[config.mk]
export PLATFORM = sky130hd
export DESIGN_NAME = bcd_scan_counter
export DESIGN_NICKNAME = d
export VERILOG_FILES = /design/src/rtl/bcd_scan_counter_pkg.sv /design/src/rtl/bcd_scan_counter_digit.sv /design/src/rtl/bcd_scan_counter.sv
export SDC_FILE = /design/constraint.sdc
export NUM_CORES = 1
export LEC_CHECK = 0
export CAP_MARGIN = 20
export CORE_MARGIN = 2
export CORE_UTILIZATION = 50
export DETAILED_ROUTE_END_ITERATION = 8
export PLACE_DENSITY = 0.69
export SYNTH_ARGS = -nofsm -noshare
export SYNTH_HDL_FRONTEND = slang
export SYNTH_SLANG_ARGS = --single-unit
[constraint.sdc]
create_clock -name CLK -period 6.17 [get_ports CLK]
set_input_delay 0.617 -clock CLK [delete_from_list [all_inputs] [get_ports CLK]]
set_output_delay 0.617 -clock CLK [all_outputs]
set_load 0.005 [all_outputs]
[src/rtl/bcd_scan_counter_pkg.sv]
// Shared types and constants for the BCD scan counter.
// Digit type, blank code, digit count and load sanitising.
package bcd_scan_counter_pkg;

  localparam int NUM_DIGITS = 4;

  typedef logic [3:0] bcd_t;

  localparam bcd_t BLANK_CODE = 4'b1111;

  // Nibbles that are not a decimal digit load as 0.
  function automatic bcd_t bcd_sanitize(input bcd_t d);
    return (d > 4'd9) ? 4'd0 : d;
  endfunction

endpackage

[src/rtl/bcd_scan_counter_digit.sv]
// Single BCD digit cell: clear/load/step up or down.
// Ports: clk, rst, clr, load, load_val, step_in, up -> digit, carry_out.
module bcd_digit
  import bcd_scan_counter_pkg::*;
(
  input  logic clk,
  input  logic rst,
  input  logic clr,
  input  logic load,
  input  bcd_t load_val,
  input  logic step_in,
  input  logic up,
  output bcd_t digit,
  output logic carry_out
);

  // Combinational so a wrap ripples through all cells in one cycle.
  assign carry_out = step_in &&
    (up ? (digit == 4'd9) : (digit == 4'd0));

  always_ff @(posedge clk) begin
    if (rst || clr) begin
      digit <= 4'd0;
    end else if (load) begin
      digit <= bcd_sanitize(load_val);
    end else if (step_in) begin
      if (up) begin
        digit <= (digit == 4'd9) ? 4'd0 : digit + 4'd1;
      end else begin
        digit <= (digit == 4'd0) ? 4'd9 : digit - 4'd1;
      end
    end
  end

endmodule

[src/rtl/bcd_scan_counter.sv]
// 4-digit BCD up/down counter with 7-seg scan mux.
// In: CLK RST EN UP CLR LOAD LOAD_VAL. Out: VALUE CARRY COUNT AN.
module bcd_scan_counter
  import bcd_scan_counter_pkg::*;
#(
  parameter int TICK_DIV = 50_000_000,
  parameter int SCAN_DIV = 50_000,
  parameter int BLANK_LZ = 1
) (
  input  logic        CLK,
  input  logic        RST,
  input  logic        EN,
  input  logic        UP,
  input  logic        CLR,
  input  logic        LOAD,
  input  logic [15:0] LOAD_VAL,
  output logic [15:0] VALUE,
  output logic        CARRY,
  output logic [3:0]  COUNT,
  output logic [3:0]  AN
);

  localparam int PW =
    (TICK_DIV > 1) ? $clog2(TICK_DIV) : 1;
  localparam int SW =
    (SCAN_DIV > 1) ? $clog2(SCAN_DIV) : 1;
  localparam logic [PW-1:0] PRE_MAX = PW'(TICK_DIV - 1);
  localparam logic [SW-1:0] SCN_MAX = SW'(SCAN_DIV - 1);

  logic [PW-1:0] pre;
  logic [SW-1:0] scnt;
  logic [1:0]    idx;
  logic          tick;
  logic          step0;

  bcd_t dig [NUM_DIGITS];
  logic [NUM_DIGITS-1:0] cy;
  logic [NUM_DIGITS-1:0] step;
  logic [NUM_DIGITS-1:0] blank;

  assign tick  = EN && (pre == PRE_MAX);
  // A tick landing on CLR or LOAD is dropped.
  assign step0 = tick && !CLR && !LOAD;
  assign step  = {cy[NUM_DIGITS-2:0], step0};

  for (genvar i = 0; i < NUM_DIGITS; i++) begin : g_dig
    bcd_digit u_dig (
      .clk      (CLK),
      .rst      (RST),
      .clr      (CLR),
      .load     (LOAD),
      .load_val (LOAD_VAL[4*i +: 4]),
      .step_in  (step[i]),
      .up       (UP),
      .digit    (dig[i]),
      .carry_out(cy[i])
    );
  end

  assign VALUE = {dig[3], dig[2], dig[1], dig[0]};

  always_ff @(posedge CLK) begin
    if (RST) begin
      pre <= '0;
    end else if (CLR || LOAD) begin
      pre <= '0;
    end else if (EN) begin
      pre <= tick ? '0 : pre + 1'b1;
    end
  end

  // Full wrap only when the top cell carries out.
  always_ff @(posedge CLK) begin
    if (RST) begin
      CARRY <= 1'b0;
    end else begin
      CARRY <= cy[NUM_DIGITS-1];
    end
  end

  always_ff @(posedge CLK) begin
    if (RST) begin
      scnt <= '0;
      idx  <= 2'd0;
    end else if (scnt == SCN_MAX) begin
      scnt <= '0;
      idx  <= idx + 2'd1;
    end else begin
      scnt <= scnt + 1'b1;
    end
  end

  // Digit i blanks only if it and all higher digits are 0.
  always_comb begin
    blank = '0;
    if (BLANK_LZ != 0) begin
      blank[3] = (dig[3] == 4'd0);
      blank[2] = blank[3] && (dig[2] == 4'd0);
      blank[1] = blank[2] && (dig[1] == 4'd0);
    end
  end

  always_ff @(posedge CLK) begin
    if (RST) begin
      COUNT <= 4'b0000;
      AN    <= 4'b1110;
    end else begin
      AN    <= ~(4'b0001 << idx);
      COUNT <= blank[idx] ? BLANK_CODE : dig[idx];
    end
  end

endmodule

# [Yosys cells after proc, flatten, opt, wreduce, memory -nomap -nowiden]
# Cells that the tools add are included.
[word_totals] regBits=69 inputBits=22 wordCells=94 output_inout_bits=25
[op_classes] order_cmp=6 reduce_logical=23 n_eq_ne=6 bitwise_logic=2 n_addsub=11 shift=1 mux=35
[ops] operator="$mux 4" count=27
[ops] operator="$add 26x1->26 const B" count=1
[ops] operator="$eq 26x26->1 const B" count=1
[ops] operator="$mux 26" count=1
[ops] operator="$add 16x1->16 const B" count=1
[ops] operator="$add 4x1->4 const B" count=4
[ops] operator="$eq 16x16->1 const B" count=1
[ops] operator="$eq 4x4->1 const B" count=4
[ops] operator="$gt 4x4->1 const B" count=4
[ops] operator="$logic_not 4->1" count=4
[ops] operator="$sub 4x1->4 const B" count=4
[ops] operator="$logic_and 1x1->1" count=9
[ops] operator="$bmux 4 s2" count=1
[ops] operator="$reduce_bool 2->1" count=4
[ops] operator="$mux 1" count=5
[ops] operator="$not 4->4" count=1
[ops] operator="$reduce_or 2->1" count=2
[ops] operator="$shl 1x2->4 const A" count=1
[ops] operator="$ge 3x3->1 const B" count=1
[ops] operator="$lt 2x3->1 const B" count=1
[ops] operator="$not 2->3" count=1
[ops] operator="$add 2x1->2 const B" count=1
[ops] operator="$bmux 1 s2" count=1
[ops] operator="$logic_not 1->1" count=2
[ops] operator="$logic_or 1x1->1" count=2

# [Logic depth before layout (Yosys ltp)]
[logic_depth] ltp_word=9 depth_mapped=8 mapped_depth_nobuf=6

# [By module]
# A second synthesis with hierarchy kept.
[unflattened] cells_unflattened=476 area_unflattened_um2=4121.5
[modules_own_cells] mod="bcd_scan_counter" cells_each=280 seq_area_each_um2=1061.0 instances=1 area_each_um2=2555.0
[modules_own_cells] mod="bcd_digit" cells_each=49 seq_area_each_um2=80.1 instances=4 area_each_um2=391.6

# [Least setup slack after synthesis]
# No wires, ideal clock.
[synth_path] kind="input to register" from="input port EN" to="register g_dig[3].u_dig.digit[3]" setup_slack_ns=4.127 t_required_ns=6.048 setup_ns=0.122 arrival_ns=1.921 cell_stages=6 path_cell_list="and4_4 -> nand4_4 -> nor4_4 -> buf_4 -> nand2_1 -> a311o_1"
[synth_via] elab_chain_len=7
[synth_lines] item="start: declaration" line="bcd_scan_counter.sv:12" source="input logic EN,"
[synth_lines] item="$logic_and 1x1->1" line="bcd_scan_counter.sv:41" source="assign tick = EN && (pre == PRE_MAX);"
[synth_lines] item="$logic_and 1x1->1 (2 in a row)" line="bcd_scan_counter.sv:43" source="assign step0 = tick && !CLR && !LOAD;"
[synth_lines] item="$logic_and 1x1->1 (3 in a row)" line="bcd_scan_counter_digit.sv:18" source="assign carry_out = step_in &&"
[synth_lines] item="$reduce_bool 2->1 (no source line)"
[synth_lines] item="end signal: assignment" line="bcd_scan_counter_digit.sv:25" source="digit <= bcd_sanitize(load_val);"
[synth_lines] item="end signal: assignment" line="bcd_scan_counter_digit.sv:28" source="digit <= (digit == 4'd9) ? 4'd0 : digit + 4'd1;"
[synth_lines] item="end signal: assignment" line="bcd_scan_counter_digit.sv:30" source="digit <= (digit == 4'd0) ? 4'd9 : digit - 4'd1;"
[synth_lines] item="end: declaration" line="bcd_scan_counter_digit.sv:13" source="output bcd_t digit,"
# Every way passes these cells.
# A chain may end at the register's enable or synchronous reset.

# [Worst setup path in the final report]
[layout_path] from="input port RST" to="register pre[13]"
[layout_via] elab_chain_len=1
[layout_lines] item="start: declaration" line="bcd_scan_counter.sv:11" source="input logic RST,"
[layout_lines] item="$reduce_or 2->1 (no source line)"
[layout_lines] item="end signal: assignment" line="bcd_scan_counter.sv:68" source="pre <= tick ? '0 : pre + 1'b1;"
[layout_lines] item="end: declaration" line="bcd_scan_counter.sv:30" source="logic [PW-1:0] pre;"
# Every way passes these cells.

==> results.md <==
Run status:
- The flow ran to the end, and the final reports show no timing, DRC or antenna violations.

Floorplanning:
- The floorplan die width is 92.8 um.
- The vertical extent of the die is 92.8 um.
- The placeable core area is about 7700 um2.
- The total die area is 8620 um2.
- The initial core utilization is 51.3%.
- The number of top-level design ports is 47.
- The floorplan has 32 rows.

Global route:
- Across every metal layer, demand over resource in global routing totals 22.2%.
- The remaining global-route overflow is 0.
- The first global-routing pass estimated 15.2 mm of wire.
- The number of global-route vias before repair is between 3000 and 4000.
- The largest net degree at the start of global routing is 42.
- The initial antenna violation count is 0.

Drt:
- The number of DRC markers in iteration 0 is 261.
- Using the TritonRoute via totals, the vias-per-cell ratio works out to 5.75.
- The via total after detailed routing is 3550.
- Dividing the detail-routed wire length by the instance count gives 14.6 um.
- The count of nets left with antenna violations once routing finished came out at 0.
- In the routed design, unresolved DRC markers number 0.
- Summed over all layers, the routed wires come to 9.03 mm.
- The first-pass iteration count of the detailed router is 5.

Synthesis:
- Synthesis produced a netlist whose cell count is 481.
- By area the synthesized netlist is led by dfxtp_1 35%, xnor2_1 6.4%, nor2_1 6.2%, xor2_1 4.2%, nand2_1 3.5%.
- The async set-or-reset flop fraction in the synthesized netlist is 0%.
- The library cell occupying the most area in the post-synthesis netlist is dfxtp_1.
- The commonest register cell after synthesis is dfxtp_1.
- The mapped cell area is 3950 um2.
- The total of flip-flops plus latches after synthesis is 69.
- Counting flops with a built-in enable in the synthesized netlist gives 0.
- The synthesized netlist contains 66 unique library cells.
- The portion of the post-synthesis area used by sequential elements is between 30% and 40%.
- The count of warnings emitted by yosys is 0.
- The post-synthesis area per instance is 8.20 um2.
- The number of nets in the synthesized netlist is 509.
- The top cell type by area accounts for a little over a third of the synthesized area.
- The most used standard cell by instance count after synthesis is dfxtp_1.
- By count the netlist is led by 69 x dfxtp_1, 65 x nor2_1, 37 x nand2_1, 29 x xnor2_1, 24 x clkbuf_1.

Clock network:
- After clock tree synthesis, the repair step resized 0 gates.
- After clock tree synthesis, the clock-pin slew on the worst setup and hold paths is 80 ps.
- The maximum number of buffers from clock root to sink is 2.
- The number of buffers inserted to repair setup after CTS is 0.
- The later pin in the worst-skew pair is clocked with a latency of 350 ps.
- The number of clock buffers inserted by TritonCTS is 9.
- The TritonCTS clock tree is done.
- The sink count of the clock tree is 69.
- The H-tree generated during clock tree synthesis spans 3 levels.
- The number of hold-repair buffers added at the cts stage is 0.
- The clock tree root buffer cell is clkbuf_8.

Hold path:
- The worst hold path begins at scnt[0].
- The worst hold path class is register to register.

Cells and area:
- The layout-stage area growth over the synthesis result is 16.8%.
- The multi-input combinational cells in the finished layout cover a total of 2390 um2.
- The total inserted antenna cells is 0.
- Once layout is complete, the utilization of the core stands at 59.9%.
- The number of nets in the finished design is 538.
- The fill cell total of the finished layout is 722.
- The footprint of the flip-flops and latches is 1380 um2.
- The share of final-layout standard cells stronger than drive strength 1 is 7.38%.

Critical path:
- The worst register-to-register path begins at g_dig[0].u_dig.digit[0].
- The setup slack of the worst register-to-register path is 3780 ps.
- Data arrives at the worst endpoint at 3090 ps.
- The category of the worst setup path launch point is a primary input.
- Tracing the worst setup path back leads to its startpoint at RST.
- Data on the critical path is required at its endpoint by 6440 ps.
- The endpoint identified for the worst register-to-register timing path is g_dig[3].u_dig.digit[3].
- The termination of the worst setup path is pre[13].
- The logic depth of the worst register-to-register path is 5.
- Along the worst path, the maximum fanout reaches 23.
- STA classifies the critical path endpoint as a register.
- The type of the worst setup path is primary input to register.

STA:
- The final count of hold timing violations is 0.
- Dividing the final minimum period by the clock period gives 45.7%.
- The total of endpoints with negative setup slack in the final report is 0.
- In the final timing run, aggregate negative setup slack is 0 ps.
- The maximum clock rate is between 300 and 400 MHz.
- The pin slew with the least headroom to its limit is 724 ps.
- The final max-slew violation count is 0.
- Across the routed clock network, the largest skew measured is between 10 and 15 ps.
- The worst pin sits at a relative slew slack of 51.6%.
- Setup repair after global routing left no endpoint under its margin.
- The smallest clock period supported by the final layout is computed as 2820 ps.
- The worst hold-check slack is around 480 ps.

Pwr:
- The power density normalized to cell area is 192 nW/um2.
- The leakage power is approximately 1.5 nW.
- The worst-case IR drop observed on VDD is 0.107 mV.

Placed design:
- The total of buffers placed on input and output ports is 46.
- At the end of routability-driven placement, the weighted congestion stood at roughly 0.86.
- The post-DP HPWL is 6.39 mm.

Flow run:
- Across the run, the number of max-cap violations was 0.
registers in the layout, indices dropped and copies added, names as in the netlist:
signal             cells
AN                     4
CARRY                  1
idx                    2
COUNT                  4
scnt                  16
g_dig.u_dig.digit     16
pre                   26
routing by layer:
metal / track usage (%) / vias up / share of wire, %
met5: 0 / - / 0
met4: 8.70 / 0 / 1.6
met3: 4.56 / 15 / 7.0
met2: 32.9 / 111 / 44
met1: 31.7 / 1648 / 48
li1: - / 1776 / -
where the power goes:
| group | switching [W] | total, W | internal [W] |
|---|---|---|---|
| logic | 0.0000383 | 0.0000762 | 0.0000378 |
| registers | 0.0000115 | 0.000462 | 0.000450 |
| clock network | 0.000189 | 0.000348 | 0.000160 |
| total | 0.000238 | 0.000886 | 0.000648 |
cell usage in the layout, fill, tap and decap left out, types with 16 or more instances in the layout:
cell type	netlist	routed
xnor2_1	29	29
nand4_1	16	16
nor3_1	18	18
xor2_1	19	19
nand2_1	37	37
dfxtp_1	69	69
nand3_1	17	17
clkdlybuf4s50_1	0	46
nor2_1	65	65
o21ai_0	19	19
worst max-delay path: stages:
cell	delay [ps]
clkdlybuf4s50_1	640
or2_2	480
nor2_1	480
nand2_1	600
nor2_1	270
through the flow:
step	worst slack [ps]	cells	power, W	cell area [um2]
2_1_floorplan	4130	481	0.000514	3950
3_3_place_gp	3070	601	0.000546	4430
3_5_place_dp	3030	601	0.000547	4430
4_1_cts	3400	617	0.000894	4610
5_1_grt	3130	617	0.000922	4610
6_report	3350	617	0.000886	4610
logic make-up (layout without fill, tap and decap cells):
logic type	after synthesis	after routing	synth area share [%]
simple gates	225	225	30.6
compound gates	81	81	14.2
flops	69	69	35.0
xor+xnor	48	48	10.7
buf+inv	44	78	4.38
mux	8	8	3.30
fa+ha+maj	6	6	1.90
worst min path at each step:
stage | slack (ps) | to | cells past startpoint
CTS | 470 | scnt[0] | 1
detailed placement | 450 | scnt[0] | 1
floorplan | 430 | scnt[0] | 1
global placement | 440 | scnt[0] | 1
finish | 480 | scnt[0] | 1
global route | 530 | scnt[0] | 1
area by class of cell:
| type | count | share of cell area, % |
|---|---|---|
| multi-input combinational | 368 | 51.9 |
| sequential | 69 | 30.0 |
| timing repair buffer | 47 | 10.2 |
| clock buffer | 10 | 2.99 |
| inverter | 15 | 1.22 |
| clock inverter | 6 | 0.977 |
| tap | 102 | 2.77 |
Power figures use the tool's default switching activity.
